$ cat src/rtl/pattern_detector_param.sv
// rtl/pattern_detector_param.sv - programmable sliding-window serial pattern detector
//
// Ports:
//   clk_i, reset_i            clock, asynchronous active-high reset
//   valid_i, data_i           qualified serial bit stream
//   cfg_load_i                load pattern_i/mask_i/overlap_i and flush history
//   pattern_i, mask_i         pattern (bit PAT_W-1 oldest), mask (1 = don't care)
//   overlap_i                 1 = overlapping matches, 0 = non-overlapping
//   clear_i                   synchronous clear of the match counter
//   match_o                   one-cycle registered match pulse
//   match_cnt_o, cnt_sat_o    saturating match count and its at-maximum flag

module pattern_detector_param #(
    parameter int PAT_W = 4,
    parameter int CNT_W = 8
) (
    input  logic             clk_i,
    input  logic             reset_i,
    input  logic             valid_i,
    input  logic             data_i,
    input  logic             cfg_load_i,
    input  logic [PAT_W-1:0] pattern_i,
    input  logic [PAT_W-1:0] mask_i,
    input  logic             overlap_i,
    input  logic             clear_i,
    output logic             match_o,
    output logic [CNT_W-1:0] match_cnt_o,
    output logic             cnt_sat_o
);

    localparam int                FILL_W    = $clog2(PAT_W + 1);
    localparam logic [FILL_W-1:0] FILL_FULL = FILL_W'(PAT_W);
    localparam logic [FILL_W-1:0] FILL_THR  = FILL_W'(PAT_W - 1);
    localparam logic [CNT_W-1:0]  CNT_MAX   = '1;

    logic [PAT_W-1:0]  pat_q;
    logic [PAT_W-1:0]  mask_q;
    logic              ovl_q;
    logic [PAT_W-1:0]  win;
    logic [PAT_W-1:0]  win_next;
    logic [FILL_W-1:0] fill;
    logic [FILL_W-1:0] fill_next;
    logic              shift_en;
    logic              hit;
    logic [CNT_W-1:0]  cnt_next;

    always_comb begin
        shift_en = valid_i & ~cfg_load_i;
        win_next = {win[PAT_W-2:0], data_i};
        // fill counts bits before this one, so PAT_W-1 means the new window is fully fresh.
        hit = shift_en && (fill >= FILL_THR) &&
              (((win_next ^ pat_q) & ~mask_q) == '0);

        fill_next = fill;
        if (cfg_load_i) begin
            fill_next = '0;
        end else if (hit && !ovl_q) begin
            // Old window bits stay in win but are ignored until PAT_W new bits arrive.
            fill_next = '0;
        end else if (shift_en && (fill != FILL_FULL)) begin
            fill_next = fill + 1'b1;
        end

        cnt_next = match_cnt_o;
        if (clear_i) begin
            cnt_next = '0;
        end else if (hit && (match_cnt_o != CNT_MAX)) begin
            cnt_next = match_cnt_o + 1'b1;
        end
    end

    always_ff @(posedge clk_i or posedge reset_i) begin
        if (reset_i) begin
            pat_q       <= '0;
            mask_q      <= '0;
            ovl_q       <= 1'b1;
            win         <= '0;
            fill        <= '0;
            match_o     <= 1'b0;
            match_cnt_o <= '0;
            cnt_sat_o   <= 1'b0;
        end else begin
            if (cfg_load_i) begin
                pat_q  <= pattern_i;
                mask_q <= mask_i;
                ovl_q  <= overlap_i;
                win    <= '0;
            end else if (shift_en) begin
                win <= win_next;
            end
            fill        <= fill_next;
            match_o     <= hit;
            match_cnt_o <= cnt_next;
            cnt_sat_o   <= (cnt_next == CNT_MAX);
        end
    end

endmodule

$ cat config.mk
export PLATFORM = sky130hd
export DESIGN_NAME = pattern_detector_param
export DESIGN_NICKNAME = d
export VERILOG_FILES = /design/src/rtl/pattern_detector_param.sv
export SDC_FILE = /design/constraint.sdc
export NUM_CORES = 1
export LEC_CHECK = 0
export ABC_AREA = 0
export ABC_CLOCK_PERIOD_IN_PS = 6300
export CAP_MARGIN = 40
export CORE_AREA = 5 5 64 66
export CTS_CLUSTER_SIZE = 14
export DETAILED_ROUTE_END_ITERATION = 12
export DIE_AREA = 0 0 69 71
export GPL_TIMING_DRIVEN = 1
export PLACE_DENSITY_LB_ADDON = 0.05
export RECOVER_POWER = 100
export SYNTH_ARGS = -nofsm -noshare
export SYNTH_HDL_FRONTEND = slang
export SYNTH_SLANG_ARGS = --single-unit
export TNS_END_PERCENT = 30
$ cat constraint.sdc
create_clock -name clk_i -period 6.3 [get_ports clk_i]
set_clock_uncertainty 0.15 [all_clocks]
set_input_delay 0.63 -clock clk_i [delete_from_list [all_inputs] [get_ports clk_i]]
set_output_delay 0.63 -clock clk_i [all_outputs]
set_load 0.01 [all_outputs]
# Word-level counts from Yosys, hierarchy flattened
# Index checks and enable logic that the tools add are counted.
# word_totals
ff_bits	25
input_bits	15
output_inout_bits	10
wordCells	35
# classes
add_sub_neg	2
magnitude_cmp	1
n_eq_ne	3
muxes	7
bitwise	5
n_reduce_logical	9
# ops
cell	count
8-bit 2-to-1 mux	2
3-bit 2-to-1 mux	5
8-bit by 1-bit adder with 8-bit output, second input constant	1
8-bit equality test, second input constant	1
8-bit inequality test, second input constant	1
1-bit logical AND	5
4-bit AND	1
4-bit logical NOT	1
4-bit inverter	1
4-bit XOR	1
3-bit by 1-bit adder with 3-bit output, second input constant	1
3-bit by 2-bit greater-or-equal comparator with 1-bit output, second input constant	1
3-bit inequality test, second input constant	1
3-bit nonzero test	1
2-bit nonzero test	1
1-bit AND	1
1-bit logical NOT	1
1-bit inverter	1

# Longest topological paths before layout
# logic_depth
ltp_word	8
depth_mapped	8
mapped_depth_nobuf	7

# Least setup slack after synthesis
# No wires, ideal clock.
# synth_timing
path_kind	input to register
start	in data_i
end	reg match_cnt_o[5]
setup_time_ns	0.078
t_arrival_ns	2.059
t_required_ns	6.072
path_slack_ns	4.012
stages	6
n_path_buf	1
path_cell_list	xor2_1 > a222oi_1 > nand3_1 > buf_2 > or4_1 > a21oi_1
# synth_via
elab_chain_cells	7
# synth_lines
element	line	text
from (decl)	20	input logic data_i,
4-bit XOR	52	(((win_next ^ pat_q) & ~mask_q) == '0);
4-bit AND	52	
4-bit logical NOT	52	
1-bit logical AND	51	hit = shift_en && (fill >= FILL_THR) &&
1-bit logical AND	67	end else if (hit && (match_cnt_o != CNT_MAX)) begin
8-bit 2-to-1 mux	67	
8-bit 2-to-1 mux	65	if (clear_i) begin
named net cnt_next[5]	45	logic [CNT_W-1:0] cnt_next;
to (signal assigned)	93	match_cnt_o <= cnt_next;
to (decl)	27	output logic [CNT_W-1:0] match_cnt_o,
# The timed path passes the listed nets, and every way through them passes these cells.
# A chain may end at the register's enable or synchronous reset.

# Final worst setup path
# layout_timing
start	in cfg_load_i
end	reg cnt_sat_o
# layout_via
elab_chain_cells	8
# layout_lines
element	line	text
from (decl)	21	input logic cfg_load_i,
1-bit inverter	48	shift_en = valid_i & ~cfg_load_i;
1-bit AND	48	
1-bit logical AND (2 in series)	51	
1-bit logical AND	67	
8-bit 2-to-1 mux	67	
8-bit 2-to-1 mux	65	
8-bit equality test	94	cnt_sat_o <= (cnt_next == CNT_MAX);
to (signal assigned)	94	
to (decl)	28	output logic cnt_sat_o
# Every way passes these cells.

==> summary.md <==
| Metric | Value |
|---|---|
| Outcome | finished, final reports clean |
| Synth area leader | dfrtp_1 |
| Setup TNS | 0 ps |
| DR iter-0 viols | 40 |
| Peak VDD IR | 0.0659 mV |
| Setup Viol. Count Final | 0 |
| Boundary pin count | 25 |
| IO buf count | 24 |
| Post-cts resize count | 0 |
| Post-route cell area | 1600 sq um |
| Global-route wire length before repair | 4.81 mm |
| Post-synth EDFFs | 0 |
| Final total power | 282 uW |
| Delay-heaviest family, CP | simple AND/OR/NAND/NOR gates |
| Critical Path Fanout Max | 19 |
| Placement Setup Slack | 2940 ps |
| Setup slack after layout | 2770 ps |
| Starting Density | 37.2% |
| Highest Signal Layer | met4 |
| Clock Tree Root | clkbuf_4 |
| Layout cell share with drive strength beyond 1 | 6.33% |
| WS Path Type | primary input to flop |
| Layout net count | 178 |
| Vias | 1001 |
| Fmax | 284 MHz |
| Largest net degree at the start of global routing | 22 |
| Final Max Tran Viols | 0 |
| HP Class | flop to flop |
| Power Dens Cells | 176 nW/um^2 |
| Data arrival, critical path | 3610 ps |
| Number of fill cells | 381 |
| Simple-gate area share of the yosys netlist | 17.7% |
| Initial antenna violation count | 0 |
| Final Core Density | 45.5% |
| Distinct cells, synth | 33 |
| LEAKAGE | 0.743 nW |
| XOR/XNOR Fraction of Synth Area | 4.68% |
| Top-area cell type share of the netlist area | 45.8% |
| CP bufs+invs | 1 |
| H-tree levels | 1 |
| Placed cell area | 1620 sq um |
| Synth async-reset ratio | 100% |
| Clk Latency, worst-skew pair | 320 ps |
| DR WL/cell | 13.0 microns |
| Largest family of logic cells by synthesized area | simple AND/OR/NAND/NOR gates |
| Diode count | 0 |
| Post-CTS Setup Bufs | 0 |
| Final min period | 3530 ps |
| Worst Path Required | 6390 ps |
| Vias per inst | 4.86 |
| Yosys reg bits | 25 |
| Most common cell in the netlist | dfrtp_1 |
| Syn. warnings | 0 |
| Critical Path End Type | flop |
| Post-Synth Adder-Cell Area | 3.82% |
| Met1 WL | 1.27 mm |
| TritonCTS buffer count | 3 |
| # rows | 22 |
| Mux share of post-synthesis cell area | 8.11% |
| Post-Syn Nets | 153 |
| Sequential share of the synthesized area | 47.8% |
| Total die area | 4900 sq um |
| WL final | 2.68 mm |
| Clock buffer depth | 2 |
| Max cap viols | 0 |
| Slew @ Worst Pin | 1170 ps |
| Remaining global-route overflow | 0 |
| Max-slew headroom at the worst pin | 22.0% |
| Slowest-stage cell, CP | a2111oi_0 |
| Multi-input logic area | 599 sq um |
| Die height | 71 microns |
| Synth top cells by count | dfrtp_1 (24), nand2_1 (14), nor2_1 (13), inv_1 (12), o21ai_0 (10) |
| TritonRoute pass-1 iters | 4 |
| Critical Path Max Stage Delay | 830 ps |
| Synth Instances | 134 |
| Core Footprint | 3520 sq um |
| Area Overhead vs Synth | 22.2% |
| Via count of the first global-routing pass | 1084 |
| Cell area after synthesis | 1310 sq um |
| TritonCTS clock tree | built |
| Total Routing Usage GR | 12.0% |
| CTS Hold Buffers Added | 0 |
| Kind of start point of the critical path | primary input |
| Routed Antenna Nets | 0 |
| Average footprint of a synthesized cell | 9.79 sq um |
| Clk slew on worst S/H paths | 130 ps |
| Synth Area in Compound Gates | 13.0% |
| Chip Width | 69 microns |
| Ys flop type | dfrtp_1 |
| WL met2 | 1.32 mm |
| Fin crit share | 56.0% |
| Largest cells by area after synthesis | dfrtp_1 (46%), mux2_2 (4.3%), nand2_1 (4.0%) |
| Final hold vios | 0 |
| CP Cell Sequence | dlygate4sd3_1 > a2111oi_0 > nand3_1 > or4_1 > a211oi_1 |
| HPWL Detailed | 2.02 mm |
| Met3 routed WL | 62 microns |
| Clock sinks | 25 |
| RSZ-0062 raised after global routing | false |
| Sequential Area | 627 sq um |
| Drc violations | 0 |
| GP Congestion | 0.791 |
metrics by stage:
step	instances	hold WS, ps
final	206	362
after global routing	206	379
after CTS	206	357
after detailed placement	202	347
after global placement	201	359
after floorplan	134	325
layout by cell type, fill, tap and decap left out, types with 2 or more instances in the layout:
master,count
a31oi_1,2
inv_1,12
xnor2_1,2
nand4_1,2
xor2_1,5
ha_1,4
clkbuf_4,3
nor2_1,13
nor2b_1,5
or4_1,4
dfrtp_1,24
dlygate4sd3_1,12
mux2i_1,5
o21ai_0,10
clkdlybuf4s50_1,12
mux2_2,5
a211oi_1,2
a21oi_1,3
nand2_1,14
nand3_1,3
routing by layer:
| metal | track usage [%] | vias to the layer above |
|---|---|---|
| li1 | - | 507 |
| met2 | 20.9 | 14 |
| met3 | 2.13 | 2 |
| met4 | 5.21 | 0 |
| met5 | 0 | - |
| met1 | 14.4 | 478 |
worst paths after layout:
path	from	endpoint	slack, ps	cells after the start
worst min register to register	ovl_q$_DFFE_PP1P_	ovl_q$_DFFE_PP1P_	360	2
max in group asynchronous	reset_i	fill[1]$_DFFE_PP0P_	4220	3
worst max register to register	fill[0]$_DFFE_PP0P_	cnt_sat_o$_DFF_PP0_	3120	7
worst max-delay path	cfg_load_i	cnt_sat_o$_DFF_PP0_	2770	5
worst min-delay path	ovl_q$_DFFE_PP1P_	ovl_q$_DFFE_PP1P_	360	2
min in group asynchronous	reset_i	match_cnt_o[0]$_DFF_PP0_	460	2
worst min-delay path, delay by kind of cell (launching register included):
kind / cells / cell delay (ps)
buffers and inverters: 1 / 50
AO/OA/AOI/OAI: 1 / 80
flip-flops: 1 / 390
sequential cells by signal (all words and copies together), names as in the netlist:
signal,cells
win,3
pat_q,4
fill,3
mask_q,4
match_o,1
ovl_q,1
cnt_sat_o,1
match_cnt_o,8
cell type report:
cell class	count	area share, %
clock inverter	1	0.312
timing repair buffer	25	15.2
multi-input combinational	92	37.4
clock buffer	3	1.41
inverter	12	2.81
sequential	25	39.1
tap	48	3.75
where the power goes:
part	internal, mW	switching (mW)	total, mW
Combinational	0.0181	0.0185	0.0366
Clock	0.0237	0.0481	0.0719
Sequential	0.169	0.00502	0.174
Total	0.211	0.0716	0.282
cells by family (layout without fill, tap and decap cells):
kind of cell / count (synthesis) / after routing
muxes: 10 / 10
AOI/OAI and AO/OA: 24 / 24
DFF: 25 / 25
buffers and inverters: 17 / 41
and+or+nand+nor: 47 / 47
xor gates and xnor gates: 7 / 7
adders and majority gates: 4 / 4
Note: power is estimated with default switching activity, not from simulation.
